[src/rtl/reset_button_conditioner.sv]
// Button front end: 2-FF sync, debounce FSM, press/release/long pulses, stretched reset request.
// Press/release events appear DEBOUNCE_CYCLES+3 edges after the pin is first sampled; no backpressure.
module reset_button_conditioner #(
  parameter int DEBOUNCE_CYCLES = 65536,
  parameter int STRETCH_CYCLES  = 1024,
  parameter int LONG_CYCLES     = 16777216,
  parameter bit ACTIVE_LOW      = 1'b1,
  parameter bit RST_ON_PRESS    = 1'b1
) (
  input  logic CLK,
  input  logic RESET,
  input  logic btn_raw,
  output logic rst_req,
  output logic btn_state,
  output logic press_pulse,
  output logic release_pulse,
  output logic long_pulse
);

  localparam int DW = $clog2(DEBOUNCE_CYCLES + 1);
  localparam int HW = $clog2(LONG_CYCLES + 1);
  localparam int SW = $clog2(STRETCH_CYCLES + 1);
  localparam logic [DW-1:0] DEB_MAX  = DW'(DEBOUNCE_CYCLES - 1);
  localparam logic [HW-1:0] HOLD_MAX = HW'(LONG_CYCLES - 1);
  localparam logic [HW-1:0] HOLD_PRE = HW'(LONG_CYCLES - 2);
  localparam logic [SW-1:0] STR_MAX  = SW'(STRETCH_CYCLES - 1);

  typedef enum logic [1:0] {RELEASED, PRESS_WAIT, PRESSED, RELEASE_WAIT} state_t;

  logic          sync1_q, sync1_d, sync2_q, sync2_d, btn_s_q, btn_s_d;
  state_t        state_q, state_d;
  logic [DW-1:0] deb_q, deb_d;
  logic [HW-1:0] hold_q, hold_d;
  logic [SW-1:0] str_q, str_d;
  logic          rst_q, rst_d;
  logic          btn_state_q, btn_state_d;
  logic          press_q, press_d, release_q, release_d, long_q, long_d;

  always_comb begin
    sync1_d     = btn_raw ^ ACTIVE_LOW;
    sync2_d     = sync1_q;
    // Registered copy of the synchroniser output puts FSM entry at edge 3 after first sample.
    btn_s_d     = sync2_q;
    state_d     = state_q;
    deb_d       = deb_q;
    hold_d      = hold_q;
    btn_state_d = btn_state_q;
    press_d     = 1'b0;
    release_d   = 1'b0;
    long_d      = 1'b0;

    case (state_q)
      RELEASED: begin
        if (btn_s_q) begin
          state_d = PRESS_WAIT;
          deb_d   = '0;
        end
      end
      PRESS_WAIT: begin
        if (!btn_s_q) begin
          state_d = RELEASED;
        end else if (deb_q == DEB_MAX) begin
          state_d     = PRESSED;
          btn_state_d = 1'b1;
          press_d     = 1'b1;
          hold_d      = '0;
        end else begin
          deb_d = deb_q + 1'b1;
        end
      end
      PRESSED, RELEASE_WAIT: begin
        // Hold time keeps running through release bounce; saturation makes long_pulse one-shot.
        if (hold_q != HOLD_MAX) hold_d = hold_q + 1'b1;
        if (hold_q == HOLD_PRE) long_d = 1'b1;
        if (state_q == PRESSED) begin
          if (!btn_s_q) begin
            state_d = RELEASE_WAIT;
            deb_d   = '0;
          end
        end else if (btn_s_q) begin
          state_d = PRESSED;
        end else if (deb_q == DEB_MAX) begin
          state_d     = RELEASED;
          btn_state_d = 1'b0;
          release_d   = 1'b1;
        end else begin
          deb_d = deb_q + 1'b1;
        end
      end
    endcase

    rst_d = rst_q;
    str_d = str_q;
    if (RST_ON_PRESS && press_q) begin
      str_d = '0;
      rst_d = 1'b1;
    end else if (rst_q && (str_q == STR_MAX)) begin
      rst_d = 1'b0;
    end else if (rst_q) begin
      str_d = str_q + 1'b1;
    end
  end

  always_ff @(posedge CLK or posedge RESET) begin
    if (RESET) begin
      sync1_q     <= 1'b0;
      sync2_q     <= 1'b0;
      btn_s_q     <= 1'b0;
      state_q     <= RELEASED;
      deb_q       <= '0;
      hold_q      <= '0;
      str_q       <= '0;
      rst_q       <= 1'b1;
      btn_state_q <= 1'b0;
      press_q     <= 1'b0;
      release_q   <= 1'b0;
      long_q      <= 1'b0;
    end else begin
      sync1_q     <= sync1_d;
      sync2_q     <= sync2_d;
      btn_s_q     <= btn_s_d;
      state_q     <= state_d;
      deb_q       <= deb_d;
      hold_q      <= hold_d;
      str_q       <= str_d;
      rst_q       <= rst_d;
      btn_state_q <= btn_state_d;
      press_q     <= press_d;
      release_q   <= release_d;
      long_q      <= long_d;
    end
  end

  assign rst_req       = rst_q;
  assign btn_state     = btn_state_q;
  assign press_pulse   = press_q;
  assign release_pulse = release_q;
  assign long_pulse    = long_q;

endmodule

[config.mk]
export PLATFORM = sky130hd
export DESIGN_NAME = reset_button_conditioner
export DESIGN_NICKNAME = d
export VERILOG_FILES = /design/src/rtl/reset_button_conditioner.sv
export SDC_FILE = /design/constraint.sdc
export NUM_CORES = 1
export LEC_CHECK = 0
export BUFFER_PORTS_ARGS = -buffer_cell sky130_fd_sc_hd__buf_4
export CORE_UTILIZATION = 50
export DETAILED_ROUTE_END_ITERATION = 6
export PLACE_DENSITY = 0.8
export SYNTH_ARGS = -nofsm -noshare
export SYNTH_HDL_FRONTEND = slang
export SYNTH_SLANG_ARGS = --single-unit
export TNS_END_PERCENT = 10
[constraint.sdc]
create_clock -name CLK -period 1.9 [get_ports CLK]
set_input_delay 0 -clock CLK [delete_from_list [all_inputs] [get_ports CLK]]
set_output_delay 0 -clock CLK [all_outputs]
set_load 0.01 [all_outputs]
==> results.md <==
* Result of the run: finished with violations
* Violations in the final reports: DRC
* Worst hold-check path type: in2async
* Weighted congestion at the end of routability-driven global placement at between 0.9 and 1
* DRT antenna net count at 0
* Cell with the largest stage delay on the worst path: a2111oi_2
* Highest metal used: met4
* Top cells by area, synth: dfrtp_1 (46%), xnor2_1 (5.0%), xor2_1 (4.2%)
* Clk sinks at between 60 and 70
* Number of global-route vias before repair at 2,867
* Warning count from the yosys run at 0
* Antenna violations before repair at 0
* Routed met2 length at 3710 um
* Cells traversed along the worst timing path: ha_1, nand2_1, nor3_1, buf_4, a2111oi_2, buf_4, xor2_1, a22o_1
* Clock root buffer master: clkbuf_8
* Clock network latency to the later pin of the worst-skew pair at around 0.34 ns
* Worst relative slew slack at about two thirds
* Vias/cell at around 6
* Portion of the post-synthesis area used by sequential elements at a little under half
* Die width at approximately 84 um
* Number of hold violations in the final report at 0
* Final slew viol count at 0
* Area leader, netlist: dfrtp_1
* Share of layout cells above drive strength 1 at 24.3%
* Total Die Area at between 7000 and 8000 um^2
* Number of cells produced by synthesis at 337
* Most repeated cell in the gate-level netlist after synthesis: dfrtp_1
* Power Density at about 680 nW/um^2
* Number of nets in the synthesized netlist at between 300 and 400
* Number of enable-type register cells in the synthesized netlist at 0
* Wire length on met3 at between 300 and 400 um
* Met1 wire length at 3250 um
* DRT Wirelength at around 7500 um
* Flop and latch count out of synthesis at 63
* Initial cell density of the core at a little over half
* Async set-or-reset flop fraction in the synthesized netlist at 100%
* Final period demand of the worst path at 1.87 ns
* Number of top-level pins at 8
* Count of input and output buffers at 7
* Lkg Pwr at about 1.8 nW
* Number of inserted diodes at 0
* Number of placed instances, taps included at approximately 450
* Count of non-filler cells in the finished layout at 472
* Peak supply drop at about 0.37 mV
* Number of core rows at 29
* Worst Reg-to-Reg Cells at 8
* Via total after detailed routing at roughly 2.8k
* TritonRoute pass-1 iters at 6
* Count of cell types in the netlist at between 50 and 60
* Maximum clock insertion buffer count at 2
* Number of setup buffers added after CTS at 0
* Violation count after the first detailed-routing iteration at 140
* Number of levels in the clock H-tree at 3
* Total CTS buffers at 9
* Biggest fanout along the worst timing path at 6
* Transition time at the pin with the least slew margin at roughly 0.52 ns
* Clock-pin slew on the worst setup and hold paths at 0.07 ns
* Setup CP Type: reg2reg
* Top flip-flop cell by instance count after synthesis: dfrtp_1
* Top-area cell type share of the netlist area at between 40% and 50%
* Synthesized cell area at between 3000 and 4000 um^2
* Setup crit end kind: flop
* Max-capacitance violation count at 0
* Die H at between 80 and 90 um
* Biggest cell delay along the critical path at about 0.4 ns
* Largest clock skew in the final design at roughly 0.008 ns
* CTS tree: done
* Drc violations at 2
* Total routing usage reported by global routing at a little under a quarter
* Average wire per standard cell at roughly 16 um
* Mean area per synthesized cell at 9.95 um^2
* Setup total negative slack at 0 ns
* RSZ-0062 raised after global routing: true
* Maximum number of pins on one net before global-route repair at 26
* Data arrival time of the critical path at ~2.1 ns
* Synthesis-to-finish area growth at 21.7%
* Congestion Overflow GR at 0
* Final net count at around 400
* Required time worst endpoint at between 2 and 2.5 ns
* Final cycle utilization of the critical path at approximately 98%
* Max Freq at about 540 MHz
* Commonest cells in the synthesized netlist: dfrtp_1 (62), nand2_1 (30), nor2_1 (27)
* Global-route wire length before repair at between 10,000 and 15,000 um
* HPWL after detailed placement at about 5300 um
* Crit start category: flop
* Dominant cell type by count on the critical path: buf_4
* Final setup violation count at 0
* Core Region at approximately 6400 um^2
## through the flow
stage / util [%] / area (um^2) / power (mW) / setup slack, ns / hold WS [ns]
2_1_floorplan: - / 3350 / 1.43 / 0.128 / 0.0594
3_3_place_gp: 58.9 / 3780 / 1.46 / -0.0544 / 0.0760
3_5_place_dp: 58.9 / 3780 / 1.46 / -0.00324 / 0.0772
4_1_cts: 62.9 / 4040 / 2.79 / 0.00666 / 0.259
5_1_grt: 63.6 / 4080 / 2.88 / -0.0751 / 0.285
6_report: 63.6 / 4080 / 2.77 / 0.0341 / 0.249
## report_power, final
part,internal (mW),switching [mW]
combinational,0.0246,0.0454
clock,0.781,0.557
sequential,1.35,0.0122
## logic make-up after synthesis
group                    after synthesis  share of synthesized area [%]
AO/OA/AOI/OAI                         57                           12.0
XOR/XNOR                              35                           9.14
adder cells (fa/ha/maj)                4                           1.49
buffers and inverters                 25                           3.13
flip-flops                            63                           47.0
multiplexers                           3                          0.932
AND/OR/NAND/NOR                      150                           26.3
## repair_timing
action / 4_1_cts / 5_1_grt
resized for setup: 3 / 12
hold endpoints to repair: 23 / 0
hold buffers: 2 / 0
setup endpoints to repair: 6 / 29
pin swaps: 0 / 1
## flip-flops by register name, summed over array words and instances, names as in the netlist, named ones only
signal and count:
btn_s_q 1, hold_q 25, sync1_q 1, btn_s_d 1
btn_state 1, rst_req 1, str_q 11, state_q 1
deb_q 17, long_pulse 1, release_pulse 1, press_pulse 1
## routing by layer
| layer | global-route usage (%) | vias to the layer above |
|---|---|---|
| met1 | 29.1 | 1400 |
| met3 | 7.12 | 17 |
| met5 | 0 | - |
| met4 | 7.84 | 0 |
| met2 | 38.1 | 73 |
| li1 | - | 1338 |
## final cells by class
| cell class | count | area [um^2] |
|---|---|---|
| inverters | 13 | 48.8 |
| fillers | 506 | 2340 |
| well taps | 77 | 96.3 |
| clock buffers | 10 | 138 |
| flip-flops and latches | 63 | 1580 |
| repair buffers | 54 | 410 |
| multi-input cells | 249 | 1720 |
| clock inverters | 6 | 92.6 |
## placed cells by master (no fill, tap or decap), drive strengths merged, types with 3 or more instances in the layout
cell | synthesis | layout
a2111oi | 3 | 3
a211oi | 3 | 3
a21oi | 12 | 12
a22o | 10 | 10
a311oi | 3 | 3
and3 | 8 | 8
and4 | 11 | 11
buf | 8 | 52
clkbuf | 4 | 10
dfrtp | 62 | 62
ha | 4 | 4
inv | 12 | 13
nand2 | 30 | 30
nand3 | 25 | 25
nand4 | 11 | 11
nor2 | 29 | 29
nor3 | 15 | 15
nor3b | 3 | 3
nor4 | 7 | 7
o211ai | 4 | 4
o21ai | 8 | 8
o22ai | 4 | 4
or3 | 3 | 3
xnor2 | 19 | 19
xor2 | 16 | 16
## final timing paths
path,slack [ns],end,start
min in group CLK,0.34,sync1_q,btn_raw
max in group asynchronous,0.96,hold_q[22],RESET
worst min register to register,0.35,btn_s_q,btn_s_d
worst max register to register,0.03,hold_q[19],hold_q[0]
worst max-delay path,0.03,hold_q[19],hold_q[0]
worst min-delay path,0.25,deb_q[6],RESET
## worst max-delay path, delay by kind of cell (launching register included)
kind / cells / cell delay (ns)
AO/OA/AOI/OAI: 2 / 0.55
adder cells (fa/ha/maj): 1 / 0.21
buffers and inverters: 2 / 0.33
flip-flops: 1 / 0.38
AND/OR/NAND/NOR: 2 / 0.17
XOR/XNOR: 1 / 0.14
No activity file was read; power rests on OpenSTA's default activity.
